===== src/rtl/inst_fetch_resp_if.sv =====
// Fetch request/response and byte-memory signals between the PC stage,
// the fetch responder and the byte-wide instruction memory.
interface inst_fetch_resp_if;
  logic        ce_i;
  logic [31:0] addr_i;
  logic        flush_i;
  logic        busy_o;
  logic [31:0] inst_o;
  logic        inst_valid_o;
  logic        misalign_o;
  logic [31:0] mem_addr_o;
  logic        mem_rd_o;
  logic [7:0]  mem_din_i;

  // Responder side.
  modport slave (
    input  ce_i, addr_i, flush_i, mem_din_i,
    output busy_o, inst_o, inst_valid_o, misalign_o, mem_addr_o, mem_rd_o
  );

  // Requester / memory side.
  modport master (
    output ce_i, addr_i, flush_i, mem_din_i,
    input  busy_o, inst_o, inst_valid_o, misalign_o, mem_addr_o, mem_rd_o
  );
endinterface


===== src/rtl/inst_fetch_resp.sv =====
// Instruction fetch responder: assembles a 32-bit little-endian word from four
// reads of a byte-wide memory, with a one-entry word buffer for repeat fetches.
module inst_fetch_resp (
  input  logic                clk,
  input  logic                rst,
  inst_fetch_resp_if.slave    bus_io
);

  typedef enum logic [1:0] {StIdle, StIssue, StDrain} state_e;

  state_e      state_q, state_d;
  logic [1:0]  cnt_q, cnt_d;
  logic [31:0] addr_q, addr_d;
  logic [31:0] asm_q, asm_d;
  logic        buf_valid_q, buf_valid_d;
  logic [31:0] buf_tag_q, buf_tag_d;
  logic [31:0] buf_word_q, buf_word_d;
  logic [31:0] inst_q, inst_d;
  logic        inst_valid_q, inst_valid_d;
  logic        misalign_q, misalign_d;
  logic        mem_rd_q, mem_rd_d;
  logic [31:0] mem_addr_q, mem_addr_d;

  logic busy;
  logic accept;
  logic misaligned;
  logic hit;

  assign busy       = (state_q != StIdle);
  assign accept     = bus_io.ce_i && !busy && !bus_io.flush_i;
  assign misaligned = (bus_io.addr_i[1:0] != 2'b00);
  assign hit        = buf_valid_q && (buf_tag_q == bus_io.addr_i);

  // State and datapath registers; reset dominates everything.
  always_ff @(posedge clk) begin
    if (rst) begin
      state_q      <= StIdle;
      cnt_q        <= 2'd0;
      addr_q       <= 32'd0;
      asm_q        <= 32'd0;
      buf_valid_q  <= 1'b0;
      buf_tag_q    <= 32'd0;
      buf_word_q   <= 32'd0;
      inst_q       <= 32'd0;
      inst_valid_q <= 1'b0;
      misalign_q   <= 1'b0;
      mem_rd_q     <= 1'b0;
      mem_addr_q   <= 32'd0;
    end else begin
      state_q      <= state_d;
      cnt_q        <= cnt_d;
      addr_q       <= addr_d;
      asm_q        <= asm_d;
      buf_valid_q  <= buf_valid_d;
      buf_tag_q    <= buf_tag_d;
      buf_word_q   <= buf_word_d;
      inst_q       <= inst_d;
      inst_valid_q <= inst_valid_d;
      misalign_q   <= misalign_d;
      mem_rd_q     <= mem_rd_d;
      mem_addr_q   <= mem_addr_d;
    end
  end

  // Next-state: only an aligned buffer miss leaves IDLE; flush always returns.
  always_comb begin
    state_d = state_q;
    unique case (state_q)
      StIdle: begin
        if (accept && !misaligned && !hit) state_d = StIssue;
      end
      StIssue: begin
        if (bus_io.flush_i)    state_d = StIdle;
        else if (cnt_q == 2'd3) state_d = StDrain;
      end
      StDrain: state_d = StIdle;
      default: state_d = StIdle;
    endcase
  end

  // Registered outputs and datapath next values.
  always_comb begin
    cnt_d        = cnt_q;
    addr_d       = addr_q;
    asm_d        = asm_q;
    buf_valid_d  = buf_valid_q;
    buf_tag_d    = buf_tag_q;
    buf_word_d   = buf_word_q;
    inst_d       = inst_q;
    inst_valid_d = 1'b0;
    misalign_d   = 1'b0;
    mem_rd_d     = mem_rd_q;
    mem_addr_d   = mem_addr_q;
    if (bus_io.flush_i) begin
      buf_valid_d = 1'b0;
      mem_rd_d    = 1'b0;
    end else begin
      unique case (state_q)
        StIdle: begin
          if (accept) begin
            if (misaligned) begin
              misalign_d = 1'b1;
            end else if (hit) begin
              inst_d       = buf_word_q;
              inst_valid_d = 1'b1;
            end else begin
              addr_d     = bus_io.addr_i;
              mem_addr_d = bus_io.addr_i;
              mem_rd_d   = 1'b1;
              cnt_d      = 2'd0;
            end
          end
        end
        StIssue: begin
          // Read data lags the address by one cycle, so shifting starts at cnt 1.
          if (cnt_q != 2'd0) asm_d = {bus_io.mem_din_i, asm_q[31:8]};
          if (cnt_q == 2'd3) begin
            mem_rd_d = 1'b0;
          end else begin
            mem_addr_d = mem_addr_q + 32'd1;
            cnt_d      = cnt_q + 2'd1;
          end
        end
        StDrain: begin
          inst_d       = {bus_io.mem_din_i, asm_q[31:8]};
          inst_valid_d = 1'b1;
          buf_valid_d  = 1'b1;
          buf_tag_d    = addr_q;
          buf_word_d   = {bus_io.mem_din_i, asm_q[31:8]};
        end
        default: ;
      endcase
    end
  end

  assign bus_io.busy_o       = busy;
  assign bus_io.inst_o       = inst_q;
  assign bus_io.inst_valid_o = inst_valid_q;
  assign bus_io.misalign_o   = misalign_q;
  assign bus_io.mem_addr_o   = mem_addr_q;
  assign bus_io.mem_rd_o     = mem_rd_q;

endmodule


===== src/flat_wrapper.sv =====
// flat-port wrapper written by rule: the top's interface ports become plain ports
module inst_fetch_resp_flat 
  (clk, rst, bus_io_ce_i, bus_io_addr_i, bus_io_flush_i, bus_io_mem_din_i, bus_io_busy_o, bus_io_inst_o, bus_io_inst_valid_o, bus_io_misalign_o, bus_io_mem_addr_o, bus_io_mem_rd_o);
  inst_fetch_resp_if bus_io_i ();
  input  logic clk;
  input  logic rst;
  input wire logic [$bits(bus_io_i.ce_i)-1:0] bus_io_ce_i;
  input wire logic [$bits(bus_io_i.addr_i)-1:0] bus_io_addr_i;
  input wire logic [$bits(bus_io_i.flush_i)-1:0] bus_io_flush_i;
  input wire logic [$bits(bus_io_i.mem_din_i)-1:0] bus_io_mem_din_i;
  output wire logic [$bits(bus_io_i.busy_o)-1:0] bus_io_busy_o;
  output wire logic [$bits(bus_io_i.inst_o)-1:0] bus_io_inst_o;
  output wire logic [$bits(bus_io_i.inst_valid_o)-1:0] bus_io_inst_valid_o;
  output wire logic [$bits(bus_io_i.misalign_o)-1:0] bus_io_misalign_o;
  output wire logic [$bits(bus_io_i.mem_addr_o)-1:0] bus_io_mem_addr_o;
  output wire logic [$bits(bus_io_i.mem_rd_o)-1:0] bus_io_mem_rd_o;
  assign bus_io_i.ce_i = bus_io_ce_i;
  assign bus_io_i.addr_i = bus_io_addr_i;
  assign bus_io_i.flush_i = bus_io_flush_i;
  assign bus_io_i.mem_din_i = bus_io_mem_din_i;
  assign bus_io_busy_o = bus_io_i.busy_o;
  assign bus_io_inst_o = bus_io_i.inst_o;
  assign bus_io_inst_valid_o = bus_io_i.inst_valid_o;
  assign bus_io_misalign_o = bus_io_i.misalign_o;
  assign bus_io_mem_addr_o = bus_io_i.mem_addr_o;
  assign bus_io_mem_rd_o = bus_io_i.mem_rd_o;
  inst_fetch_resp u_core (.clk(clk), .rst(rst), .bus_io(bus_io_i));
endmodule

===== config.mk =====
export PLATFORM = sky130hd
export DESIGN_NAME = inst_fetch_resp_flat
export DESIGN_NICKNAME = d
export VERILOG_FILES = /design/src/rtl/inst_fetch_resp_if.sv /design/src/rtl/inst_fetch_resp.sv /design/src/flat_wrapper.sv
export SDC_FILE = /design/constraint.sdc
export NUM_CORES = 1
export LEC_CHECK = 0
export CELL_PAD_IN_SITES_DETAIL_PLACEMENT = 0
export CELL_PAD_IN_SITES_GLOBAL_PLACEMENT = 2
export CORE_MARGIN = 1
export CORE_UTILIZATION = 35
export CTS_BUF_LIST = sky130_fd_sc_hd__clkbuf_2
export CTS_CLUSTER_DIAMETER = 40
export DETAILED_ROUTE_END_ITERATION = 12
export DONT_BUFFER_PORTS = 1
export PLACE_DENSITY_LB_ADDON = 0.1
export REMOVE_ABC_BUFFERS = 1
export SLEW_MARGIN = 20
export SYNTH_ARGS = -nofsm -noshare
export SYNTH_HDL_FRONTEND = slang
export SYNTH_SLANG_ARGS = --single-unit

===== constraint.sdc =====
create_clock -name clk -period 2.1 [get_ports clk]
set_clock_uncertainty 0.05 [all_clocks]
set_input_delay 0.21 -clock clk [delete_from_list [all_inputs] [get_ports clk]]
set_output_delay 0.21 -clock clk [all_outputs]
set_load 0.05 [all_outputs]

* Word-level counts from Yosys, hierarchy flattened
Cells that the tools add are included.
** Storage, ports and cells
- Output and inout bits :: 68
- Register bits :: 200
- Input port bits :: 44
- Word-level logic and storage cells :: 83
** Cells by class
- Equality and inequality tests :: 12
- Bitwise gates (word level) :: 5
- Multiplexer cells :: 28
- Reductions and logical operators :: 24
- Add/sub/neg operators :: 2
** Operators by type and width (number)
- 32-bit two-way mux :: 7
- 32-bit case mux with 2 select lines :: 2
- 32-bit by 1-bit adder with 32-bit output (second input constant) :: 1
- 32-bit equality test :: 1
- 5-bit AND reduction :: 3
- 2-bit two-way mux :: 7
- 2-bit nonzero test :: 5
- 1-bit two-way mux :: 8
- 2-bit by 1-bit != test with 1-bit output (second input constant) :: 4
- 2-bit case mux with 2 select lines :: 2
- 2-bit != test (second input constant) :: 3
- 6-bit AND reduction :: 1
- 1-bit logical AND :: 5
- 1-bit inverter :: 5
- 2-bit equality test (second input constant) :: 2
- 1-bit zero test :: 4
- 1-bit case mux with 2 select lines :: 2
- 2-bit AND reduction :: 2
- 4-bit OR reduction :: 1
- 3-bit by 2-bit != test with 1-bit output (second input constant) :: 1
- 3-bit AND reduction :: 1
- 2-bit by 1-bit adder with 2-bit output (second input constant) :: 1
- 2-bit by 1-bit equality test with 1-bit output (second input constant) :: 1
- 2-bit zero test :: 1
- 2-bit OR reduction :: 1

* Depth between registers and ports, before layout
- Depth after elaboration :: 8
- Gate-level depth with buffers :: 9
- Depth with buffers taken out :: 7

* Worst setup path after synthesis
OpenSTA, ideal clock, no wires.
- Path type :: reg2reg
- Start point :: register u_core.mem_addr_q[0], in the netlist u_core.bus_io.mem_addr_o[0]
- End point :: register u_core.mem_addr_q[26], in the netlist u_core.bus_io.mem_addr_o[26]
- Data required time :: 1947 ps
- Stages on the path, launching flop included :: 8
- Arrival :: 2331 ps
- Path buffers :: 0
- Clock period less this slack :: 2484 ps
- Slack :: -384 ps
- Cells stage by stage :: dfxtp_1 -> ha_1 -> nand2_1 -> nor4_2 -> nand2b_1 -> o21ai_0 -> a21bo_2 -> a2111oi_2
** On the way
- Word-level cells in the longest chain between the ends :: 3
** Ends and longest elaborated chain
- from (decl) :: line inst_fetch_resp.sv:22 : logic [31:0] mem_addr_q, mem_addr_d;
- from (signal assigned) :: line inst_fetch_resp.sv:61 : mem_addr_q <= mem_addr_d;
- 32-bit by 1-bit adder with 32-bit output :: line inst_fetch_resp.sv:120 : mem_addr_d = mem_addr_q + 32'd1;
- 32-bit two-way mux :: line inst_fetch_resp.sv:117 : if (cnt_q == 2'd3) begin
- 32-bit case mux with 2 select lines :: line inst_fetch_resp.sv:98 : unique case (state_q)
No other way between the ends. The select of a mux whose other input is x is not followed.
A chain may end at the register's enable or synchronous reset.

* Worst setup path in the final report
- Start point :: register u_core.buf_tag_q[29]
- End point :: register u_core.mem_addr_q[17], in the netlist u_core.bus_io.mem_addr_o[17]
** On the way
- Word-level cells in the longest chain between the ends :: 4
** Ends and longest elaborated chain
- from (decl) :: line inst_fetch_resp.sv:16 : logic [31:0] buf_tag_q, buf_tag_d;
- from (signal assigned) :: line inst_fetch_resp.sv:55 : buf_tag_q <= buf_tag_d;
- 32-bit equality test :: line inst_fetch_resp.sv:32 : assign hit = buf_valid_q && (buf_tag_q == bus_io.addr_i);
- 1-bit logical AND :: line inst_fetch_resp.sv:32
- 2-bit != test (no line)
- 6-bit AND reduction (no line)
No other way between the ends.

==> results.yml <==
outcome:
  status: "complete, but fails checks"
  violations: "negative hold slack, negative setup slack"
worst_hold_path:
  hp-start: "rst"
  min_path_type: "in -> reg"
  whs_endpoint: "u_core.bus_io.inst_o[9]"
  min_path_cells: 1
power:
  seq_power_share_pct: 60.3
  power_switching_mw: 1.890
  power_frac_comb_pct: 8.3
  p_leak_nw: 3.646
  clock_power_share_pct: 31.5
  sw_frac_of_total_pct: 30.46
  ir_worst_vdd_uv: 286.4
  power_density_nw_per_um2: 586.0
  power.internal_mw: 4.315
timing:
  hold_viol: 181
  clock.fmax_mhz: 442.0
  rsz0062_at_grt: "yes"
  fin_ws_ns: -0.1625
  setup_viol: 69
  slew-limit-headroom_pct: 58.91
  fin_tns_setup_ns: -5.091
  worst_pin_slew_ns: 0.6155
  finalCritPeriodShare_pct: 107.7
  fin_crit_ns: 2.263
  drv_slew: 0
  hold_slack_ns: -0.6566
critical_path:
  required_ns: 2.78
  startpoint_type: "flip-flop"
  end_kind: "flip-flop"
  criticalPathCategory: "reg -> reg"
  r2r_setup_slack_ns: -0.16
  cp_max_fo: 8
  arrival_ns: 2.94
  reg2reg_to: "u_core.bus_io.mem_addr_o[17]"
  reg2reg_depth: 8
  timing.rr.start: "u_core.buf_tag_q[29]"
yosys:
  synth_seq_area_share_pct: 44.33
  ys_warn_count: 0
  syn_inst: 1081
  synth.ff_latch_count: 192
  ys_types: 59
  synth_edf_count: 0
  synth_ff_type: "dfxtp_1"
  async_flop_share_pct: 0
  synth_area_per_cell_um2: 8.021
  netlist_area_um2: 8671
floorplanning:
  fp.dieArea_um2: 25410
  rows: 57
  die_y_um: 159.4
  initial_core_util_pct: 35.65
  io_pins: 112
  die_x_um: 159.4
  core_region_area_um2: 24320
cts:
  hold_buffers: 13
  clk_transition_reported_paths_ns: 0.35
  cts_buffers: 17
  clock-sinks: 192
  tritoncts: "yes"
  insertion_delay_ns: 0.80
  cts_buffer_depth: 2
  root_buffer: "clkbuf_2"
  htree_levels: 4
detailed_routing:
  wl_per_cell_um: 19.38
  vias_per_cell: 5.405
  vias: 7989
  drt_wl_total_um: 28650
  dr.first_iter.drc_count: 582
  firstDrtPassIters: 4
  ant_nets: 0
  drc: 0
grt:
  track_usage_pct: 21.99
  antenna_found_initial: 2
  grt-ovfl-total: 0
  grt_start_max_net_pins: 185
  grt_pass1_wl_um: 44150
  grt_pass1_vias: 7580
job:
  drv_cap: 0
placed_design:
  dp.final_hpwl_um: 17520
  portBuffers: 0
  routabilityCongestion: 0.8284
cells_and_area:
  syn2layout_area_growth_pct: 22.12
  final_core_util_pct: 43.54
  multi_input_area_um2: 4762
  final_common_cell: "nand2_1"
  most-common-layout-cells: "209 x nand2_1, 182 x dfxtp_1, 167 x a21oi_1"
  post_route_cells_drive_above_1_share_pct: 20.92
  fillers: 2539
  regArea_um2: 3856
  nets: 1186
[cells by family after synthesis]
| kind of cell | synth area share (%) |
|---|---|
| AO/OA/AOI/OAI | 23.10 |
| XOR/XNOR | 3.232 |
| flip-flops | 44.33 |
| adder cells (fa/ha/maj) | 0.4329 |
| AND/OR/NAND/NOR | 20.36 |
| multiplexers | 3.694 |
| buffers and inverters | 4.848 |
[registers in the layout, indices dropped and copies added (netlist names), 2 cells and up]
signal	flops
u_core.asm_q	24
u_core.buf_word_q	32
u_core.bus_io.inst_o	32
u_core.bus_io.mem_addr_o	32
u_core.buf_tag_q	32
u_core.addr_q	32
u_core.state_q	2
u_core.cnt_q	2
[worst max-delay path by stage]
stage	startpoint	to	slack, ns	depth (start not counted)
2_1_floorplan	u_core.state_q[0]	u_core.buf_tag_q[0]	-1.84	4
6_report	u_core.buf_tag_q[29]	u_core.bus_io.mem_addr_o[17]	-0.16	8
3_3_place_gp	u_core.buf_tag_q[25]	u_core.bus_io.mem_addr_o[30]	-0.44	9
5_1_grt	u_core.buf_tag_q[29]	u_core.bus_io.mem_addr_o[17]	-0.28	8
3_5_place_dp	u_core.buf_tag_q[31]	u_core.bus_io.mem_addr_o[26]	-0.42	8
4_1_cts	u_core.buf_tag_q[10]	u_core.bus_io.mem_addr_o[24]	-0.19	10
[power groups by stage]
stage,logic (mW),registers (mW),clock network (mW)
after floorplan,0.171,3.90,0
after CTS,0.491,3.74,2.03
after global placement,0.432,3.80,0
after global routing,0.543,3.75,2.17
final,0.514,3.74,1.95
after detailed placement,0.433,3.80,0
[timing repair]
item,in CTS,in global routing
resized for setup,41,51
buffers inserted,3,6
setup endpoints to repair,102,102
cloned,1,4
pin swaps,28,21
endpoints found under the hold margin,192,182
[critical path: stages (launching register included)]
cell	delay [ns]
dfxtp_2	0.40
xnor2_1	0.20
nand4_1	0.14
or4_4	0.51
o31ai_4	0.31
buf_12	0.20
buf_6	0.11
nand3_1	0.10
a41oi_2	0.18
[per-stage QoR]
stage / power (mW) / worst slack (ns) / instance area, um2 / cells
6_report: 6.205 / -0.1625 / 10590 / 1478
5_1_grt: 6.462 / -0.2780 / 10590 / 1477
2_1_floorplan: 4.067 / -1.843 / 8284 / 986
4_1_cts: 6.264 / -0.1885 / 10260 / 1467
3_3_place_gp: 4.229 / -0.4357 / 9652 / 1419
3_5_place_dp: 4.229 / -0.4202 / 9652 / 1419
[synthesized netlist by cell type (all sizes together) (3+ instances only)]
cell,count,area (um2)
nor3b,3,22.52
nor2,29,108.9
o32ai,13,113.9
o221a,8,90.09
clkbuf,77,290.3
nor3,15,75.07
a21oi,183,915.9
nand3,84,420.4
a2111o,3,33.78
dfxtp,192,3844
nand4,17,106.4
and4,3,26.28
a221oi,5,50.04
buf,18,96.33
a41oi,6,52.55
inv,9,33.78
nand2,211,794.5
o21ai,34,170.2
xnor2,31,271.5
nand2b,3,18.77
o211ai,3,22.52
mux2i,32,320.3
ha,3,37.54
a31oi,10,62.56
or3,5,31.28
a22oi,9,67.56
and3,6,37.54
nor4,7,50.05
a21o,33,247.7
[metal layers]
| layer | vias to the layer above | wire length, um | GRT usage, % |
|---|---|---|---|
| li1 | 3966 | - | - |
| met1 | 3838 | 14120 | 31.22 |
| met2 | 164 | 12400 | 32.56 |
| met3 | 21 | 1738 | 5.861 |
| met4 | 0 | 385 | 6.119 |
| met5 | - | 0 | 0 |
[cell type report]
cell class              count  share of cell area (%)
well taps                 324                   3.828
diodes                      2                 0.04726
inverters                   9                  0.3190
clock inverters            15                   1.654
flip-flops and latches    192                   36.42
multi-input cells         785                   44.97
repair buffers            134                   11.96
clock buffers              17                  0.8035
No activity file was read; power rests on OpenSTA's default activity.
